**config.mk**
```make
export PLATFORM = sky130hd
export DESIGN_NAME = npu_host_loader
export DESIGN_NICKNAME = d
export VERILOG_FILES = /design/src/rtl/npu_loader_pkg.sv /design/src/rtl/npu_host_loader_poll_timer.sv /design/src/rtl/npu_host_loader.sv
export SDC_FILE = /design/constraint.sdc
export NUM_CORES = 1
export LEC_CHECK = 0
export BUFFER_PORTS_ARGS = -buffer_cell sky130_fd_sc_hd__buf_2
export CAP_MARGIN = 15
export CORE_MARGIN = 2
export CORE_UTILIZATION = 53
export CTS_CLUSTER_SIZE = 16
export DETAILED_ROUTE_END_ITERATION = 16
export PLACE_DENSITY_LB_ADDON = 0.08
export SYNTH_ARGS = -nofsm -noshare
export SYNTH_HDL_FRONTEND = slang
export SYNTH_HIERARCHICAL = 1
export SYNTH_SLANG_ARGS = --single-unit
```
**constraint.sdc**
```tcl
create_clock -name clk -period 4.34 [get_ports clk]
set_input_delay 0.868 -clock clk [delete_from_list [all_inputs] [get_ports clk]]
set_output_delay 0.868 -clock clk [all_outputs]
set_load 0.01 [all_outputs]
```
**src/rtl/npu_loader_pkg.sv**
```systemverilog
// Shared types and NPU address-map constants for the host-side NPU loader.
package npu_loader_pkg;

    typedef enum logic [3:0] {
        S_IDLE, S_LOAD, S_TRIG, S_CWAIT, S_G_LD, S_G_ST, S_G_NX, S_G_POLL, S_D_POLL, S_RES
    } state_t;

    localparam logic [2:0] SEL_IMG  = 3'b110;
    localparam logic [2:0] SEL_WC1  = 3'b001;
    localparam logic [2:0] SEL_WC2  = 3'b010;
    localparam logic [2:0] SEL_FC1  = 3'b011;
    localparam logic [2:0] SEL_FC2  = 3'b100;
    localparam logic [2:0] SEL_CTL  = 3'b101;
    localparam logic [2:0] SEL_STAT = 3'b111;

    localparam logic [11:0] CTL_TRIG  = 12'd1;
    localparam logic [11:0] CTL_START = 12'd2;
    localparam logic [11:0] CTL_NEXT  = 12'd3;

    localparam logic [11:0] ST_DONE = 12'd0;
    localparam logic [11:0] ST_RES  = 12'd4;
    localparam logic [11:0] ST_GVAL = 12'd8;

    typedef struct packed {
        logic [2:0]  sel;
        logic [11:0] idx;
    } npu_loc_t;

    // Source word k of the load phase -> NPU segment and index within it.
    function automatic npu_loc_t load_loc(input int k, input int img, input int wc);
        npu_loc_t l;
        if (k < img) begin
            l.sel = SEL_IMG;
            l.idx = 12'(k);
        end else if (k < img + wc) begin
            l.sel = SEL_WC1;
            l.idx = 12'(k - img);
        end else if (k < img + 2 * wc) begin
            l.sel = SEL_WC2;
            l.idx = 12'(k - img - wc);
        end else begin
            l.sel = SEL_FC2;
            l.idx = 12'(k - img - 2 * wc);
        end
        return l;
    endfunction

endpackage

```
**src/rtl/npu_host_loader_poll_timer.sv**
```systemverilog
// Loadable down-counter shared by the convolution wait and the status polls.
module loader_poll_timer #(
    parameter int W = 12
) (
    input  logic         clk,
    input  logic         rst,
    input  logic         i_load,
    input  logic [W-1:0] i_val,
    input  logic         i_dec,
    output logic         o_expired
);

    logic [W-1:0] r_cnt;

    always_ff @(posedge clk) begin
        if (rst)
            r_cnt <= '0;
        else if (i_load)
            r_cnt <= i_val;
        else if (i_dec && r_cnt != '0)
            r_cnt <= r_cnt - 1'b1;
    end

    assign o_expired = (r_cnt == '0);

endmodule

```
**src/rtl/npu_host_loader.sv**
```systemverilog
// Host sequencer: bulk-loads the NPU, streams fc1 groups, then fetches the logit.
// Optional cycle counter output enabled by NPU_LOADER_PERF_EN.
module npu_host_loader
    import npu_loader_pkg::*;
#(
    parameter int IMG_WORDS     = 60,
    parameter int WC_WORDS      = 23,
    parameter int FC2_WORDS     = 3,
    parameter int FC1_GROUPS    = 330,
    parameter int CONV_WAIT_CYC = 4096,
    parameter int POLL_MAX      = 1023,
    parameter int SRC_AW        = 10
) (
    input  logic              clk,
    input  logic              rst,
    input  logic              start,
    output logic              busy,
    output logic              done,
    output logic              err_timeout,
    output logic [31:0]       result,
    output logic              src_en,
    output logic [SRC_AW-1:0] src_addr,
    input  logic [31:0]       src_rdata,
    output logic              npu_ena,
    output logic              npu_wea,
    output logic [15:0]       npu_addra,
    output logic [31:0]       npu_dina,
    input  logic [31:0]       npu_douta
`ifdef NPU_LOADER_PERF_EN
    ,
    output logic [31:0]       perf_cycles
`endif
);

    localparam int LOAD_WORDS = IMG_WORDS + 2 * WC_WORDS + FC2_WORDS;
    localparam int TMAX       = (CONV_WAIT_CYC > POLL_MAX) ? CONV_WAIT_CYC : POLL_MAX;
    localparam int TW         = $clog2(TMAX + 1);

    localparam logic [SRC_AW:0]   LOAD_CNT  = (SRC_AW + 1)'(LOAD_WORDS);
    localparam logic [SRC_AW-1:0] FC1_BASE  = SRC_AW'(LOAD_WORDS);
    localparam logic [SRC_AW-1:0] GRP_LAST  = SRC_AW'(FC1_GROUPS - 1);
    localparam logic [TW-1:0]     CWAIT_LD  = TW'(CONV_WAIT_CYC - 1);
    localparam logic [TW-1:0]     POLL_LD   = TW'(POLL_MAX - 1);

    state_t            r_state, w_next;
    logic [SRC_AW:0]   r_cnt;
    logic              r_wvld;
    npu_loc_t          r_wloc;
    logic [SRC_AW-1:0] r_grp;
    logic              r_pidle;
    logic [31:0]       r_result;

    npu_loc_t          w_loc;
    logic [2:0]        w_sel;
    logic [11:0]       w_idx;
    logic              w_issue;
    logic              w_grp_adv;
    logic [SRC_AW-1:0] w_grp_nx;
    logic              w_tload;
    logic [TW-1:0]     w_tval;
    logic              w_tdec;
    logic              w_expired;
    logic [31:0]       w_logit;
    logic              w_unused_hi;

    assign w_loc       = load_loc(int'(r_cnt), IMG_WORDS, WC_WORDS);
    assign w_grp_nx    = r_grp + 1'b1;
    assign w_logit     = {{8{npu_douta[23]}}, npu_douta[23:0]};
    assign w_unused_hi = ^npu_douta[31:24];

    loader_poll_timer #(.W(TW)) u_timer (
        .clk       (clk),
        .rst       (rst),
        .i_load    (w_tload),
        .i_val     (w_tval),
        .i_dec     (w_tdec),
        .o_expired (w_expired)
    );

    always_comb begin
        w_next      = r_state;
        src_en      = 1'b0;
        src_addr    = '0;
        npu_ena     = 1'b0;
        npu_wea     = 1'b0;
        npu_dina    = '0;
        w_sel       = '0;
        w_idx       = '0;
        w_issue     = 1'b0;
        w_grp_adv   = 1'b0;
        w_tload     = 1'b0;
        w_tval      = '0;
        w_tdec      = 1'b0;
        done        = 1'b0;
        err_timeout = 1'b0;
        case (r_state)
            S_IDLE: if (start) w_next = S_LOAD;
            S_LOAD: begin
                // Read word k while writing word k-1 fetched last cycle.
                if (r_cnt < LOAD_CNT) begin
                    src_en   = 1'b1;
                    src_addr = r_cnt[SRC_AW-1:0];
                    w_issue  = 1'b1;
                end
                if (r_wvld) begin
                    npu_ena  = 1'b1;
                    npu_wea  = 1'b1;
                    w_sel    = r_wloc.sel;
                    w_idx    = r_wloc.idx;
                    npu_dina = src_rdata;
                end
                if (r_cnt == LOAD_CNT) w_next = S_TRIG;
            end
            S_TRIG: begin
                npu_ena = 1'b1;
                npu_wea = 1'b1;
                w_sel   = SEL_CTL;
                w_idx   = CTL_TRIG;
                w_tload = 1'b1;
                w_tval  = CWAIT_LD;
                w_next  = S_CWAIT;
            end
            S_CWAIT: begin
                w_tdec = 1'b1;
                // Prefetch the first fc1 word so G_LD can write it directly.
                if (w_expired) begin
                    src_en   = 1'b1;
                    src_addr = FC1_BASE + r_grp;
                    w_next   = S_G_LD;
                end
            end
            S_G_LD: begin
                npu_ena  = 1'b1;
                npu_wea  = 1'b1;
                w_sel    = SEL_FC1;
                npu_dina = src_rdata;
                w_next   = S_G_ST;
            end
            S_G_ST: begin
                npu_ena = 1'b1;
                npu_wea = 1'b1;
                w_sel   = SEL_CTL;
                w_idx   = CTL_START;
                w_next  = S_G_NX;
            end
            S_G_NX: begin
                npu_ena = 1'b1;
                npu_wea = 1'b1;
                w_sel   = SEL_CTL;
                w_idx   = CTL_NEXT;
                w_tload = 1'b1;
                w_tval  = POLL_LD;
                w_next  = S_G_POLL;
            end
            S_G_POLL: begin
                // First cycle stays idle: the NX write lands in the NPU a cycle late.
                if (!r_pidle) begin
                    npu_ena = 1'b1;
                    w_sel   = SEL_STAT;
                    w_idx   = ST_GVAL;
                    if (npu_douta[0]) begin
                        w_grp_adv = 1'b1;
                        if (r_grp != GRP_LAST) begin
                            src_en   = 1'b1;
                            src_addr = FC1_BASE + w_grp_nx;
                            w_next   = S_G_LD;
                        end else begin
                            w_tload = 1'b1;
                            w_tval  = POLL_LD;
                            w_next  = S_D_POLL;
                        end
                    end else if (w_expired) begin
                        err_timeout = 1'b1;
                        w_next      = S_IDLE;
                    end else begin
                        w_tdec = 1'b1;
                    end
                end
            end
            S_D_POLL: begin
                npu_ena = 1'b1;
                w_sel   = SEL_STAT;
                w_idx   = ST_DONE;
                if (npu_douta[0]) begin
                    w_next = S_RES;
                end else if (w_expired) begin
                    err_timeout = 1'b1;
                    w_next      = S_IDLE;
                end else begin
                    w_tdec = 1'b1;
                end
            end
            S_RES: begin
                npu_ena = 1'b1;
                w_sel   = SEL_STAT;
                w_idx   = ST_RES;
                done    = 1'b1;
                w_next  = S_IDLE;
            end
            default: w_next = S_IDLE;
        endcase
    end

    always_ff @(posedge clk) begin
        if (rst) begin
            r_state  <= S_IDLE;
            r_cnt    <= '0;
            r_wvld   <= 1'b0;
            r_wloc   <= '0;
            r_grp    <= '0;
            r_pidle  <= 1'b0;
            r_result <= '0;
        end else begin
            r_state <= w_next;
            r_pidle <= (r_state == S_G_NX);
            r_wvld  <= w_issue;
            if (r_state == S_IDLE && start) begin
                r_cnt <= '0;
                r_grp <= '0;
            end
            if (w_issue) begin
                r_wloc <= w_loc;
                r_cnt  <= r_cnt + 1'b1;
            end
            if (w_grp_adv) r_grp <= w_grp_nx;
            if (r_state == S_RES) r_result <= w_logit;
        end
    end

    assign busy      = (r_state != S_IDLE);
    assign npu_addra = {1'b0, w_sel, w_idx};
    // The logit is visible in the done cycle itself, then held.
    assign result    = (r_state == S_RES) ? w_logit : r_result;

`ifdef NPU_LOADER_PERF_EN
    logic [31:0] r_perf;

    always_ff @(posedge clk) begin
        if (rst)
            r_perf <= '0;
        else if (r_state == S_IDLE) begin
            if (start) r_perf <= '0;
        end else if (r_perf != 32'hFFFF_FFFF)
            r_perf <= r_perf + 1'b1;
    end

    assign perf_cycles = r_perf;
`endif

endmodule

```
==> impl_metrics.csv, run 1 <==
group,metric,value,unit
critical_path,criticalPathCategory,"flip-flop to output pin",
synth,ys_warn_count,6,
synth,synth_top_area_share,30.6,%
critical_path,crit_arrival,3.08,ns
floorplan,die_height,108,um
clock_network,cts_tree,"done",
critical_path,cp_max_fo,17,
synth,synth-async-reset-ratio,0,%
drt,wl_per_cell,15.2,um
synth,synth-seq-cells,87,
timing,grt_setup_unrepaired,"no",
critical_path,crit_required,3.47,ns
critical_path,crit_family,"compound AO/OA/AOI/OAI gates",
job,drv_cap,0,
timing,worst_slack,0.397,ns
cells_and_area,post-route-util,64.5,%
global_routing,grt_pass1_wl,25.6,mm
synth,synth_cell_types,78,
hold_path,hold_class,"flip-flop to flip-flop",
floorplan,dieWidth,108,um
clock_network,cts.htree.levels,3,
critical_path,path_cells,"ha_1 > nand3_1 > xnor2_1 > o21ai_0 > a211o_1 > o2111a_1 > a31oi_1 > buf_2",
global_routing,grt_max_degree,53,
cells_and_area,diodes,0,
drt,drtIter0Drc,331,
power,cellLeakagePower,3.08,nW
drt,drc_errors,0,
global_routing,track_usage,27.3,%
cells_and_area,area_growth,17.7,%
cells_and_area,fillerInstances,955,
timing,worst_pin_slew,1.03,ns
global_routing,overflow,0,
cells_and_area,drive_gt1_share,21.3,%
timing,timing.final.crit_share,90.9,%
floorplan,start_util,54.8,%
clock_network,clk_latency,0.38,ns
drt,dr.pass1.iters,5,
timing,maxSlewHeadroom,31.0,%
synth,ys_seq_area_share,30.6,%
placed_design,hpwlAfterDp,11.4,mm
timing,setup-violations-final,0,
synth,synth_ff_type,"dfxtp_1",
synth,synth_edf_count,0,
timing,finalSetupTns,0,ns
synth,syn_area,0.00568,mm^2
synth,synthTopCellsByArea,"dfxtp_1 (31%), nand2_1 (9.4%), a21oi_1 (6.5%), and2_1 (5.2%), nor2_1 (4.8%)",
floorplan,io_pins,163,
critical_path,crit_path_end_kind,"output pin",
clock_network,clk_pin_slew_worst_paths,0.09,ns
timing,drv_slew,0,
clock_network,clock-root-buffer,"clkbuf_8",
global_routing,antenna_found_initial,0,
timing,finalHoldViolations,0,
clock_network,cts_sinks,87,
synth,syn-instance-count,783,
floorplan,core_area,0.0104,mm^2
cells_and_area,nets,981,
clock_network,cts_hold_buf,0,
drt,ant_nets,0,
clock_network,cts_buffer_depth,2,
synth,yosysTopAreaCell,"dfxtp_1",
floorplan,dieArea,0.0116,mm^2
power,powerDensity,398,mW/mm^2
critical_path,cp_num_buf_inv,1,
timing,min_period,3.94,ns
critical_path,crit_slowest_cell,"dfxtp_1",
clock_network,cts_buffers,9,
global_routing,grt_pass1_vias,5323,
critical_path,startpoint_type,"flip-flop",
power,max-vdd-ir-drop,0.303,mV
critical_path,slowest_delay,0.66,ns
timing,max_freq,0.254,GHz
placed_design,dpl_worst_slack,0.695,ns
floorplan,rows,37,
drt,wl,15.7,mm
placed_design,gp_congestion,0.924,
drt,vias_per_cell,5.70,
run_status,outcome,"finished, final reports clean",
placed_design,io_buffers,153,
timing,fin_skew,0.0140,ns
synth,avgSynthCellArea,7.26,um^2
drt,vias,5912,
[repair_timing]
action | in CTS | in global routing
resized for setup | 0 | 1
setup buffers | 0 | 0
setup endpoints to repair | 0 | 2
[state kept, by name, summed over array words and instances (netlist names)]
| name | count |
|---|---|
| r_wloc | 15 |
| r_pidle | 1 |
| r_result | 32 |
| r_cnt | 11 |
| r_grp | 10 |
| u_timer/r_cnt | 13 |
| r_wvld | 1 |
| r_state | 4 |
[worst min-delay path: cells and delay by family (launching register included)]
family | cells | cell delay [ns]
AO/OA/AOI/OAI | 1 | 0.05
flip-flops | 1 | 0.31
AND/OR/NAND/NOR | 1 | 0.05
[where the power goes]
group | total (mW) | internal, mW | switching [mW]
sequential | 1.01 | 0.888 | 0.125
clock | 0.620 | 0.335 | 0.285
combinational | 1.03 | 0.412 | 0.616
[logic make-up (layout without fill, tap and decap cells)]
kind of cell	count (synthesis)	after routing	synth area share (%)
and+or+nand+nor	363	363	31.6
AOI/OAI and AO/OA	205	205	23.3
DFF	87	87	30.6
buffers and inverters	75	193	5.20
xor gates and xnor gates	31	31	4.78
adders and majority gates	16	16	3.52
muxes	5	5	0.881
other	1	2	0.0660
[synthesized netlist by cell type (4+ instances only)]
cell type,count
a2111oi_0,4
buf_2,7
nor4_1,5
and2_1,47
nor3_1,11
xnor2_1,24
o21ai_0,27
nor2b_1,13
clkbuf_1,47
nand4_1,4
nand3b_1,4
nor2_1,72
o211ai_1,6
a21oi_1,74
a311oi_1,6
mux2i_1,5
a211oi_1,19
and3_1,10
nand2_1,142
xor2_1,7
a21o_1,5
o22ai_1,6
dfxtp_1,87
ha_1,16
or3_1,4
nand3_1,17
or4_1,4
inv_1,15
o21a_1,4
nand2b_1,5
a31oi_1,21
[final timing paths]
kind | startpoint | end | slack, ns | depth (start not counted)
max | r_grp[0] | src_addr[9] | 0.40 | 8
min | r_wloc[8] | r_wloc[8] | 0.46 | 2
max reg2reg | u_timer/r_cnt[0] | u_timer/r_cnt[11] | 0.80 | 12
min reg2reg | r_wloc[8] | r_wloc[8] | 0.46 | 2
[per-stage QoR]
| stage | total power [mW] | instance area, um^2 | cells | hold WS [ns] |
|---|---|---|---|---|
| 3_5_place_dp | 2.03 | 6470 | 1023 | 0.448 |
| 3_3_place_gp | 2.00 | 6470 | 1023 | 0.440 |
| 6_report | 2.66 | 6690 | 1038 | 0.457 |
| 2_1_floorplan | 1.73 | 5690 | 784 | 0.427 |
| 4_1_cts | 2.66 | 6680 | 1038 | 0.459 |
| 5_1_grt | 2.85 | 6690 | 1038 | 0.473 |
[per-layer routing]
layer | routed length (um) | share of wire (%) | track usage [%] | vias to the layer above
met5 | 0 | 0 | 0 | -
met4 | 242 | 1.5 | 8.52 | 0
met3 | 937 | 6.0 | 5.08 | 20
met2 | 7410 | 47 | 43.6 | 201
met1 | 7140 | 45 | 37.3 | 2705
li1 | - | - | - | 2986
[cell usage in the layout, fill, tap and decap left out, types with 6 or more instances in the layout]
cell type / n
buf_2: 153
nand2_1: 142
dfxtp_1: 87
a21oi_1: 74
nor2_1: 72
and2_1: 47
o21ai_0: 27
xnor2_1: 24
a31oi_1: 21
a211oi_1: 19
nand3_1: 17
ha_1: 16
inv_1: 15
nor2b_1: 13
nor3_1: 11
and3_1: 10
clkbuf_8: 10
buf_4: 8
xor2_1: 7
o211ai_1: 6
o22ai_1: 6
[layout make-up]
cell class,instances,area (um^2),share of cell area [%]
timing repair buffer,161,826,12.3
inverter,17,63.8,0.954
clock buffer,11,141,2.11
tap,136,170,2.54
sequential,87,1740,26.0
clock inverter,4,70.1,1.05
multi-input combinational,622,3680,55.0
Power figures use the tool's default switching activity.
==> run 2, diff against run 1 <==
--- a/config.mk
+++ b/config.mk
@@ -8,9 +8,11 @@
 export BUFFER_PORTS_ARGS = -buffer_cell sky130_fd_sc_hd__buf_2
 export CAP_MARGIN = 15
 export CORE_MARGIN = 2
-export CORE_UTILIZATION = 53
+export CORE_UTILIZATION = 59
+export CTS_BUF_LIST = sky130_fd_sc_hd__clkbuf_8
 export CTS_CLUSTER_SIZE = 16
 export DETAILED_ROUTE_END_ITERATION = 16
+export GPL_ROUTABILITY_DRIVEN = 0
 export PLACE_DENSITY_LB_ADDON = 0.08
 export SYNTH_ARGS = -nofsm -noshare
 export SYNTH_HDL_FRONTEND = slang
==> constraint.sdc (replaced) <==
create_clock -name clk -period 4.58 [get_ports clk]
set_input_delay 0.916 -clock clk [delete_from_list [all_inputs] [get_ports clk]]
set_output_delay 0.916 -clock clk [all_outputs]
set_load 0.01 [all_outputs]
==> impl_metrics.csv, run 2 (synthesized netlist as in run 1, its figures left out) <==
group,metric,value,unit
power,p_sw,0.999,mW
cells_and_area,area_growth,17.6,%
timing,maxSlewHeadroom,31.5,%
drt,met3_length,962,um
placed_design,io_buffers,153,
critical_path,r2r_start,"u_timer/r_cnt[0]",
global_routing,grt_pass1_wl,24.9,mm
clock_network,post_cts_buffers,0,
critical_path,rrSetupSlack,0.94,ns
drt,wl_per_cell,15.3,um
drt,vias_per_cell,5.79,
hold_path,hold_path_depth,2,
power,total_power,2.51,mW
run_status,outcome,"finished, final reports clean",
clock_network,ctsResizeCount,0,
critical_path,crit_path_end_kind,"output pin",
critical_path,cp_max_fo,10,
clock_network,cts_hold_buf,0,
clock_network,cts_buffers,9,
power,powerDensity,376,mW/mm^2
drt,drtIter0Drc,389,
floorplan,core_area,0.00928,mm^2
critical_path,crit_required,3.66,ns
floorplan,dieWidth,102,um
global_routing,grt_pass1_vias,5337,
global_routing,track_usage,29.3,%
clock_network,cts.htree.levels,3,
global_routing,antenna_found_initial,0,
hold_path,hold_class,"flip-flop to flip-flop",
drt,maxUsedRoutingLayer,"met4",
hold_path,worstHoldStart,"r_wloc[12]",
power,switching_share,39.8,%
power,pwr-share-comb,38.7,%
power,p_int,1.51,mW
hold_path,hold_end,"r_wloc[12]",
cells_and_area,largest_reg_flops,32,
global_routing,grt_max_degree,57,
critical_path,crit_arrival,3.27,ns
cells_and_area,diodes,0,
drt,drc_errors,0,
cells_and_area,top_regs,"r_result x32, r_wloc x15, u_timer/r_cnt x13",
timing,max_freq,0.239,GHz
cells_and_area,register_area,0.00174,mm^2
critical_path,criticalPathCategory,"flip-flop to output pin",
timing,drv_slew,0,
floorplan,dieArea,0.0104,mm^2
drt,vias,5982,
timing,fin_skew,0.00741,ns
cells_and_area,multi_input_area,0.00367,mm^2
timing,timing.final.crit_share,91.5,%
critical_path,reg2reg_depth,12,
clock_network,clk_latency,0.36,ns
power,max-vdd-ir-drop,0.275,mV
timing,finalHoldViolations,0,
timing,min_period,4.19,ns
power,p_seq_share,38.2,%
critical_path,startpoint_type,"flip-flop",
cells_and_area,drive_gt1_share,21.6,%
timing,setup-violations-final,0,
floorplan,start_util,61.2,%
timing,finalSetupTns,0,ns
clock_network,clock-root-buffer,"clkbuf_8",
clock_network,clk_pin_slew_worst_paths,0.09,ns
cells_and_area,fillerInstances,811,
critical_path,rr_endpoint,"u_timer/r_cnt[11]",
timing,worst_pin_slew,1.03,ns
clock_network,cts_sinks,87,
clock_network,cts_buffer_depth,2,
drt,met1_length,6.86,mm
job,drv_cap,0,
floorplan,die_height,102,um
cells_and_area,layout_commonest_cell,"buf_2",
clock_network,cts_tree,"done",
global_routing,overflow,0,
floorplan,io_pins,163,
cells_and_area,largest_register,"r_result",
drt,met2WireLength,7.67,mm
drt,dr.pass1.iters,6,
power,clkPwrFrac,23.0,%
timing,grt_setup_unrepaired,"no",
power,cellLeakagePower,3.07,nW
drt,wl,15.8,mm
placed_design,hpwlAfterDp,11.4,mm
cells_and_area,nets,982,
cells_and_area,most-common-layout-cells,"buf_2 (153), nand2_1 (142), dfxtp_1 (87), a21oi_1 (74), nor2_1 (72)",
drt,ant_nets,0,
floorplan,rows,35,
-- run 2: cell count changes in the layout (fill, tap and decap cells not counted), sizes merged --
cell    previous run  this run
buf              161       162
bufinv             2         1
clkinv             4         5
inv               15        16
-- run 2: critical path, stage by stage (launching register included) --
cell and delay, ns:
dfxtp_1 0.35, inv_1 0.09, ha_1 0.14, nor4b_2 0.61, nand3_1 0.28, inv_1 0.22, nand3_1 0.37, nor2_1 0.28
a31oi_1 0.13, o2111a_1 0.15, a31oi_1 0.14, buf_2 0.15
-- run 2: power by group through the flow --
stage               combinational, mW  clock [mW]  sequential [mW]
global route                     1.07       0.617            0.972
CTS                             0.963       0.586            0.954
finish                          0.973       0.579            0.959
global placement                0.921           0            0.965
floorplan                       0.720           0            0.916
detailed placement              0.955           0            0.970
-- run 2: how the worst max path moves through the flow --
stage | from | end | slack (ns) | cells past startpoint
2_1_floorplan | npu_douta[0] | src_addr[9] | 1.28 | 7
3_3_place_gp | u_timer/r_cnt[0] | src_addr[9] | 0.99 | 11
3_5_place_dp | u_timer/r_cnt[0] | src_addr[9] | 0.87 | 11
4_1_cts | u_timer/r_cnt[0] | src_addr[9] | 0.45 | 11
5_1_grt | u_timer/r_cnt[0] | src_addr[9] | 0.14 | 11
6_report | u_timer/r_cnt[0] | src_addr[9] | 0.39 | 11
-- run 2: per-layer routing --
layer,track usage (%),vias to the layer above
met5,0,-
met4,9.33,0
met3,5.20,26
met2,48.0,208
met1,39.4,2768
li1,-,2980
-- run 2: metrics by stage --
stage	area, um^2	instances	util, %	hold WS (ns)	worst slack (ns)
2_1_floorplan	5690	784	-	0.427	1.28
3_3_place_gp	6470	1017	69.7	0.441	0.986
3_5_place_dp	6470	1017	69.7	0.446	0.866
4_1_cts	6680	1033	72.0	0.459	0.447
5_1_grt	6680	1033	72.0	0.483	0.136
6_report	6680	1033	72.0	0.460	0.390
-- run 2: area by class of cell --
| class | instances | area share (%) |
|---|---|---|
| multi-input combinational | 622 | 54.9 |
| sequential | 87 | 26.1 |
| timing repair buffer | 162 | 12.5 |
| tap | 129 | 2.41 |
| clock buffer | 11 | 2.27 |
| clock inverter | 5 | 0.973 |
| inverter | 17 | 0.955 |
